## src/rtl/cpu_types_pkg.sv

```systemverilog
// Shared types for the multi-channel request unit.
//   ru_chan_state_t : per-channel request FSM state
//   ru_top_state_t  : run/drain/halt control state
//   RU_MAX_NCH      : largest supported channel count
package cpu_types_pkg;

  localparam int unsigned RU_MAX_NCH = 4;

  typedef enum logic [1:0] {
    IDLE = 2'd0,
    RD   = 2'd1,
    WR   = 2'd2
  } ru_chan_state_t;

  typedef enum logic [1:0] {
    RUN    = 2'd0,
    DRAIN  = 2'd1,
    HALTED = 2'd2
  } ru_top_state_t;

endpackage

```

## src/rtl/request_unit_mc_if.sv

```systemverilog
// Pipeline <-> memory request bundle for request_unit_mc.
//   ru modport : the request unit (consumes hits/requests, drives enables)
//   tb modport : the environment driving the request unit
//   NCH        : number of data channels
interface request_unit_mc_if #(
  parameter int unsigned NCH = 1
);

  logic           ihit;
  logic [NCH-1:0] dhit;
  logic [NCH-1:0] dREN;
  logic [NCH-1:0] dWEN;
  logic           cpu_halt;
  logic           imemREN;
  logic [NCH-1:0] dmemREN;
  logic [NCH-1:0] dmemWEN;
  logic           pc_en;
  logic           halt;
  logic           timeout;
  logic [NCH-1:0] req_err;

  modport ru (
    input  ihit, dhit, dREN, dWEN, cpu_halt,
    output imemREN, dmemREN, dmemWEN, pc_en, halt, timeout, req_err
  );

  modport tb (
    output ihit, dhit, dREN, dWEN, cpu_halt,
    input  imemREN, dmemREN, dmemWEN, pc_en, halt, timeout, req_err
  );

endinterface

```

## src/rtl/ru_channel.sv

```systemverilog
// One data-channel request holder: captures a read/write on ihit,
// holds it until dhit, flags conflicting read+write requests.
//   CLK, nRST        : clock, async active-low reset
//   capture          : take a new request this edge (only honoured in IDLE)
//   cancel           : force back to IDLE (immediate halt)
//   dREN, dWEN, dhit : channel request inputs and completion
//   dmemREN, dmemWEN : request enables (decoded from the state register)
//   busy             : request outstanding
//   req_err          : sticky read+write conflict flag
module ru_channel
  import cpu_types_pkg::*;
(
  input  logic CLK,
  input  logic nRST,
  input  logic capture,
  input  logic cancel,
  input  logic dREN,
  input  logic dWEN,
  input  logic dhit,
  output logic dmemREN,
  output logic dmemWEN,
  output logic busy,
  output logic req_err
);

  ru_chan_state_t state_q;

  // Request FSM; writes win over reads when both are asserted.
  always_ff @(posedge CLK or negedge nRST) begin
    if (!nRST) begin
      state_q <= IDLE;
      req_err <= 1'b0;
    end else if (cancel) begin
      state_q <= IDLE;
    end else begin
      case (state_q)
        IDLE: begin
          if (capture) begin
            if (dWEN) begin
              state_q <= WR;
            end else if (dREN) begin
              state_q <= RD;
            end
            if (dREN && dWEN) begin
              req_err <= 1'b1;
            end
          end
        end
        RD, WR: begin
          if (dhit) begin
            state_q <= IDLE;
          end
        end
        default: state_q <= IDLE;
      endcase
    end
  end

  assign dmemREN = (state_q == RD);
  assign dmemWEN = (state_q == WR);
  assign busy    = (state_q != IDLE);

endmodule

```

## src/rtl/request_unit_mc.sv

```systemverilog
// Multi-channel memory request unit: per-channel data request holding,
// halt sequencing (drain or cancel), pipeline advance and request watchdog.
//   CLK, nRST : clock, async active-low reset
//   bus (ru)  : ihit, dhit, dREN, dWEN, cpu_halt in;
//               imemREN, dmemREN, dmemWEN, pc_en (combinational), halt,
//               timeout, req_err out
module request_unit_mc
  import cpu_types_pkg::*;
#(
  parameter int unsigned NCH           = 1,
  parameter int unsigned HALT_DRAIN    = 1,
  parameter int unsigned TIMEOUT_LIMIT = 255
) (
  input  logic          CLK,
  input  logic          nRST,
  request_unit_mc_if.ru bus
);

  localparam int unsigned   CW      = $clog2(TIMEOUT_LIMIT + 1);
  localparam logic [CW-1:0] CNT_MAX = CW'(TIMEOUT_LIMIT);
  localparam logic [CW-1:0] CNT_ARM = CW'(TIMEOUT_LIMIT - 1);

  ru_top_state_t  top_q;
  logic [CW-1:0]  wd_cnt;
  logic           timeout_q;
  logic [NCH-1:0] busy;
  logic [NCH-1:0] ren;
  logic [NCH-1:0] wen;
  logic [NCH-1:0] err;
  logic           pending;
  logic           pending_nxt;
  logic           halt_req;
  logic           capture;
  logic           cancel;

  assign pending     = |busy;
  // Drain finishes on the edge where every busy channel sees its dhit.
  assign pending_nxt = |(busy & ~bus.dhit);
  assign halt_req    = (top_q == RUN) && bus.ihit && bus.cpu_halt;
  // The halting instruction itself never launches a data request.
  assign capture     = (top_q == RUN) && bus.ihit && !bus.cpu_halt;
  assign cancel      = halt_req && (HALT_DRAIN == 0);

  for (genvar i = 0; i < NCH; i++) begin : g_ch
    ru_channel u_ch (
      .CLK     (CLK),
      .nRST    (nRST),
      .capture (capture),
      .cancel  (cancel),
      .dREN    (bus.dREN[i]),
      .dWEN    (bus.dWEN[i]),
      .dhit    (bus.dhit[i]),
      .dmemREN (ren[i]),
      .dmemWEN (wen[i]),
      .busy    (busy[i]),
      .req_err (err[i])
    );
  end

  // Run / drain / halted sequencing; HALTED is left only through reset.
  always_ff @(posedge CLK or negedge nRST) begin
    if (!nRST) begin
      top_q <= RUN;
    end else begin
      case (top_q)
        RUN: begin
          if (halt_req) begin
            top_q <= (!pending || (HALT_DRAIN == 0)) ? HALTED : DRAIN;
          end
        end
        DRAIN: begin
          if (!pending_nxt) begin
            top_q <= HALTED;
          end
        end
        default: top_q <= HALTED;
      endcase
    end
  end

  // Saturating stuck-request counter with a sticky flag.
  always_ff @(posedge CLK or negedge nRST) begin
    if (!nRST) begin
      wd_cnt    <= '0;
      timeout_q <= 1'b0;
    end else if (pending) begin
      if (wd_cnt != CNT_MAX) begin
        wd_cnt <= wd_cnt + CW'(1);
      end
      if (wd_cnt >= CNT_ARM) begin
        timeout_q <= 1'b1;
      end
    end else begin
      wd_cnt <= '0;
    end
  end

  assign bus.imemREN = (top_q == RUN);
  assign bus.halt    = (top_q == HALTED);
  assign bus.timeout = timeout_q;
  assign bus.dmemREN = ren;
  assign bus.dmemWEN = wen;
  assign bus.req_err = err;
  assign bus.pc_en   = bus.ihit && !pending && (top_q != HALTED);

endmodule
```

## src/flat_wrapper.sv

```systemverilog
// flat-port wrapper written by rule: the top's interface ports become plain ports
module request_unit_mc_flat import cpu_types_pkg::*;
#(
  parameter int unsigned NCH           = 1,
  parameter int unsigned HALT_DRAIN    = 1,
  parameter int unsigned TIMEOUT_LIMIT = 255
)
  (CLK, nRST, bus_ihit, bus_dhit, bus_dREN, bus_dWEN, bus_cpu_halt, bus_imemREN, bus_dmemREN, bus_dmemWEN, bus_pc_en, bus_halt, bus_timeout, bus_req_err);
  request_unit_mc_if #(.NCH(NCH)) bus_i ();
  input  logic CLK;
  input  logic nRST;
  input wire logic [$bits(bus_i.ihit)-1:0] bus_ihit;
  input wire logic [$bits(bus_i.dhit)-1:0] bus_dhit;
  input wire logic [$bits(bus_i.dREN)-1:0] bus_dREN;
  input wire logic [$bits(bus_i.dWEN)-1:0] bus_dWEN;
  input wire logic [$bits(bus_i.cpu_halt)-1:0] bus_cpu_halt;
  output wire logic [$bits(bus_i.imemREN)-1:0] bus_imemREN;
  output wire logic [$bits(bus_i.dmemREN)-1:0] bus_dmemREN;
  output wire logic [$bits(bus_i.dmemWEN)-1:0] bus_dmemWEN;
  output wire logic [$bits(bus_i.pc_en)-1:0] bus_pc_en;
  output wire logic [$bits(bus_i.halt)-1:0] bus_halt;
  output wire logic [$bits(bus_i.timeout)-1:0] bus_timeout;
  output wire logic [$bits(bus_i.req_err)-1:0] bus_req_err;
  assign bus_i.ihit = bus_ihit;
  assign bus_i.dhit = bus_dhit;
  assign bus_i.dREN = bus_dREN;
  assign bus_i.dWEN = bus_dWEN;
  assign bus_i.cpu_halt = bus_cpu_halt;
  assign bus_imemREN = bus_i.imemREN;
  assign bus_dmemREN = bus_i.dmemREN;
  assign bus_dmemWEN = bus_i.dmemWEN;
  assign bus_pc_en = bus_i.pc_en;
  assign bus_halt = bus_i.halt;
  assign bus_timeout = bus_i.timeout;
  assign bus_req_err = bus_i.req_err;
  request_unit_mc #(.NCH(NCH), .HALT_DRAIN(HALT_DRAIN), .TIMEOUT_LIMIT(TIMEOUT_LIMIT)) u_core (.CLK(CLK), .nRST(nRST), .bus(bus_i));
endmodule
```

## config.mk

```make
export PLATFORM = sky130hd
export DESIGN_NAME = request_unit_mc_flat
export DESIGN_NICKNAME = d
export VERILOG_FILES = /design/src/rtl/cpu_types_pkg.sv /design/src/rtl/request_unit_mc_if.sv /design/src/rtl/ru_channel.sv /design/src/rtl/request_unit_mc.sv /design/src/flat_wrapper.sv
export SDC_FILE = /design/constraint.sdc
export NUM_CORES = 1
export LEC_CHECK = 0
export BUFFER_PORTS_ARGS = -buffer_cell sky130_fd_sc_hd__buf_2
export CORE_MARGIN = 2
export CORE_UTILIZATION = 53
export CTS_CLUSTER_DIAMETER = 50
export CTS_CLUSTER_SIZE = 10
export DETAILED_ROUTE_END_ITERATION = 8
export HOLD_SLACK_MARGIN = 0.03
export PLACE_DENSITY = 0.76
export SETUP_SLACK_MARGIN = 0.4
export SLEW_MARGIN = 15
export SYNTH_ARGS = -nofsm -noshare
export SYNTH_HDL_FRONTEND = slang
export SYNTH_HIERARCHICAL = 1
export SYNTH_SLANG_ARGS = --single-unit
```

## constraint.sdc

```tcl
create_clock -name CLK -period 2.1 [get_ports CLK]
set_input_delay 0 -clock CLK [delete_from_list [all_inputs] [get_ports CLK]]
set_output_delay 0 -clock CLK [all_outputs]
set_load 0.01 [all_outputs]
```

==> results.sh <==
export IMPL_numCtsBuffers=3
export IMPL_max_freq_mhz=633
export IMPL_cts_root_buf="clkbuf_4"
export IMPL_crit_chain="inv_1 > ha_2 > inv_1 > buf_4 > nor3b_1 > buf_2"
export IMPL_clk_latency_ps=270
export IMPL_final_cell_mix="14 x dfrtp_1, 13 x buf_2, 7 x inv_1, 6 x nand2_1"
export IMPL_path_class="reg2out"
export IMPL_maxCapViolations=0
export IMPL_viasPerCell=5.82
export IMPL_grt_start_max_net_pins=15
export IMPL_core_rowCount=14
export IMPL_reg2reg_to="u_core/g_ch[0].u_ch/state_q[1]"
export IMPL_cts_sinks=14
export IMPL_crit_family="buffers and inverters"
export IMPL_die_w_microns=43.2
export IMPL_io_pins=14
export IMPL_setup_tns_ps=0
export IMPL_diodes=0
export IMPL_nNetsFinal=118
export IMPL_core_area_sq_um=1470
export IMPL_worstSetupEndpointType="output pin"
export IMPL_route_detailed_drc=0
export IMPL_instances_no_fill=121
export IMPL_grt_pass1_wl_microns=2840
export IMPL_vias=704
export IMPL_status="complete, no violations"
export IMPL_cts_tree="built"
export IMPL_wl_per_cell_microns=13.5
export IMPL_final_cell_area_sq_um=975
export IMPL_pwr_density_cell_nw_per_um2=500
export IMPL_first_pass_iters=4
export IMPL_first_global_vias=656
export IMPL_start_util_pct=55.4
export IMPL_yosysWarnings=6
export IMPL_drive_gt1_share_pct=23.8
export IMPL_synth_cells=84
export IMPL_final_common_cell="dfrtp_1"
export IMPL_synth_distinct_cells=32
export IMPL_p_total_uw=487
export IMPL_place_ws_ps=415
export IMPL_arrival_ps=1580
export IMPL_setup_viol=0
export IMPL_die_h_microns=43.2
export IMPL_min_to="u_core/g_ch[0].u_ch/req_err"
export IMPL_gp_congestion=0.774
export IMPL_min_path_cells=4
export IMPL_clock_path_buffers=2
export IMPL_irDropWorstVdd_uv=413
export IMPL_drt_iter0_drc=17
export IMPL_placed_cells=114
export IMPL_yosysSeqAreaShare_pct=42.9
export IMPL_ys_seq_elements=14
export IMPL_rrSetupSlack_ps=560
export IMPL_start_kind="flop"
export IMPL_cp_max_fo=10
export IMPL_r2r_start="u_core/top_q[0]"
export IMPL_cp_startpoint="u_core/g_ch[0].u_ch/state_q[0]"
export IMPL_path_buf_inv=4
export IMPL_reg2reg_depth=4
export IMPL_cpMaxStageDelayCell="dfrtp_1"
export IMPL_post_route_period_util_pct=75.2
export IMPL_min_period_ps=1580
export IMPL_skew_ps=3.21
export IMPL_track_usage_pct=20.1
export IMPL_crit_path_max_incr_delay_ps=390
export IMPL_critPathMostFrequentCell="inv_1"
export IMPL_wirelength_microns=1630
export IMPL_p_leak_nw=0.437
export IMPL_synth_avg_cell_area_sq_um=9.71
export IMPL_synthesis_area_sq_um=816
export IMPL_detail_route_antenna_nets=0
export IMPL_ctsHtreeMaxLevel=1
export IMPL_area_growth_pct=19.5
export IMPL_worstHoldStart="bus_cpu_halt"
export IMPL_cp_required_ps=2100
export IMPL_rsz0062_at_grt="yes"
export IMPL_worstHoldPathType="in2reg"
export IMPL_hold_violations=0
export IMPL_dp_hpwl_microns=1210
export IMPL_placed_cell_area_sq_um=900
export IMPL_path_clk_slew_ps=90
export IMPL_gr_total_overflow=0
export IMPL_antenna_found_initial=0
export IMPL_worst_slack_ps=520
export IMPL_io_buffers=13
export IMPL_die_area_sq_um=1870
export IMPL_finalMaxSlewViolations=0
==> through the flow <==
stage / hold slack (ps) / util [%]
finish: 68.3 / 66.2
global route: 86.3 / 66.2
global placement: -87.3 / 61.1
CTS: 72.9 / 65.6
detailed placement: -82.6 / 61.1
floorplan: -296 / -
==> synthesized netlist by cell type (all sizes together) <==
| cell type | number | area, sq um |
|---|---|---|
| nor3 | 5 | 25.0 |
| a21oi | 5 | 25.0 |
| o21bai | 3 | 22.5 |
| or4 | 1 | 7.51 |
| nand4 | 3 | 25.0 |
| nand3 | 2 | 10.0 |
| o211a | 1 | 10.0 |
| o221ai | 1 | 8.76 |
| a211oi | 2 | 15.0 |
| and4 | 1 | 8.76 |
| conb | 1 | 3.75 |
| mux2 | 1 | 11.3 |
| o311a | 1 | 11.3 |
| a31oi | 4 | 25.0 |
| dfrtp | 14 | 350 |
| nor3b | 2 | 15.0 |
| inv | 7 | 26.3 |
| nor2 | 1 | 3.75 |
| nand2 | 6 | 22.5 |
| o31ai | 1 | 7.51 |
| or2 | 1 | 6.26 |
| and2b | 2 | 15.0 |
| nor2b | 3 | 18.8 |
| nor4b | 2 | 17.5 |
| o21ai | 4 | 20.0 |
| and3 | 1 | 7.51 |
| ha | 5 | 62.6 |
| o2111ai | 2 | 17.5 |
| buf | 2 | 16.3 |
==> state kept, by name, summed over array words and instances, names as in the netlist <==
signal / flops
u_core/bus.timeout: 1
u_core/top_q: 2
u_core/g_ch.u_ch/req_err: 1
u_core/wd_cnt: 8
u_core/g_ch.u_ch/state_q: 2
==> kinds of logic after synthesis <==
kind of cell / after synthesis / synth area share, %
DFF: 14 / 42.9
buffers and inverters: 9 / 5.21
AOI/OAI and AO/OA: 24 / 19.9
muxes: 1 / 1.38
and+or+nand+nor: 30 / 22.4
adders and majority gates: 5 / 7.67
other: 1 / 0.460
==> area by class of cell <==
cell class / instances / area [sq um]
repair buffers: 17 / 103
well taps: 16 / 20.0
multi-input cells: 63 / 439
fillers: 125 / 497
flip-flops and latches: 14 / 350
clock buffers: 4 / 36.3
inverters: 7 / 26.3
==> worst register-to-register path, delay by kind of cell, from the launching register on <==
| kind | cells | cell delay (ps) |
|---|---|---|
| and+or+nand+nor | 2 | 650 |
| DFF | 1 | 450 |
| AOI/OAI and AO/OA | 2 | 330 |
==> how the worst max path moves through the flow <==
stage                                      to  slack (ps)  cells past startpoint
6_report                            bus_pc_en         520                      6
4_1_cts        u_core/g_ch[0].u_ch/state_q[1]         400                      4
5_1_grt        u_core/g_ch[0].u_ch/state_q[1]         370                      4
3_3_place_gp   u_core/g_ch[0].u_ch/state_q[1]         440                      4
3_5_place_dp   u_core/g_ch[0].u_ch/state_q[1]         410                      4
2_1_floorplan  u_core/g_ch[0].u_ch/state_q[1]         550                      4
==> repair_timing <==
action	in CTS	in global routing
hold buffers	3	0
setup endpoints to repair	0	3
gates resized for setup	0	2
setup buffers	0	0
hold endpoints to repair	17	0
==> where the power goes <==
part / total, mW / switching, mW / internal [mW]
Sequential: 0.271 / 0.000452 / 0.270
Combinational: 0.0262 / 0.0140 / 0.0123
Clock: 0.190 / 0.0845 / 0.105
Total: 0.487 / 0.0989 / 0.388
==> per-layer routing <==
metal	GRT usage, %	part of all wire [%]	routed length [microns]
met1	28.3	49	798
met2	29.6	45	737
met3	2.98	4.2	68
met4	10.3	1.5	25
met5	0	0	0
No activity file was read; power rests on OpenSTA's default activity.
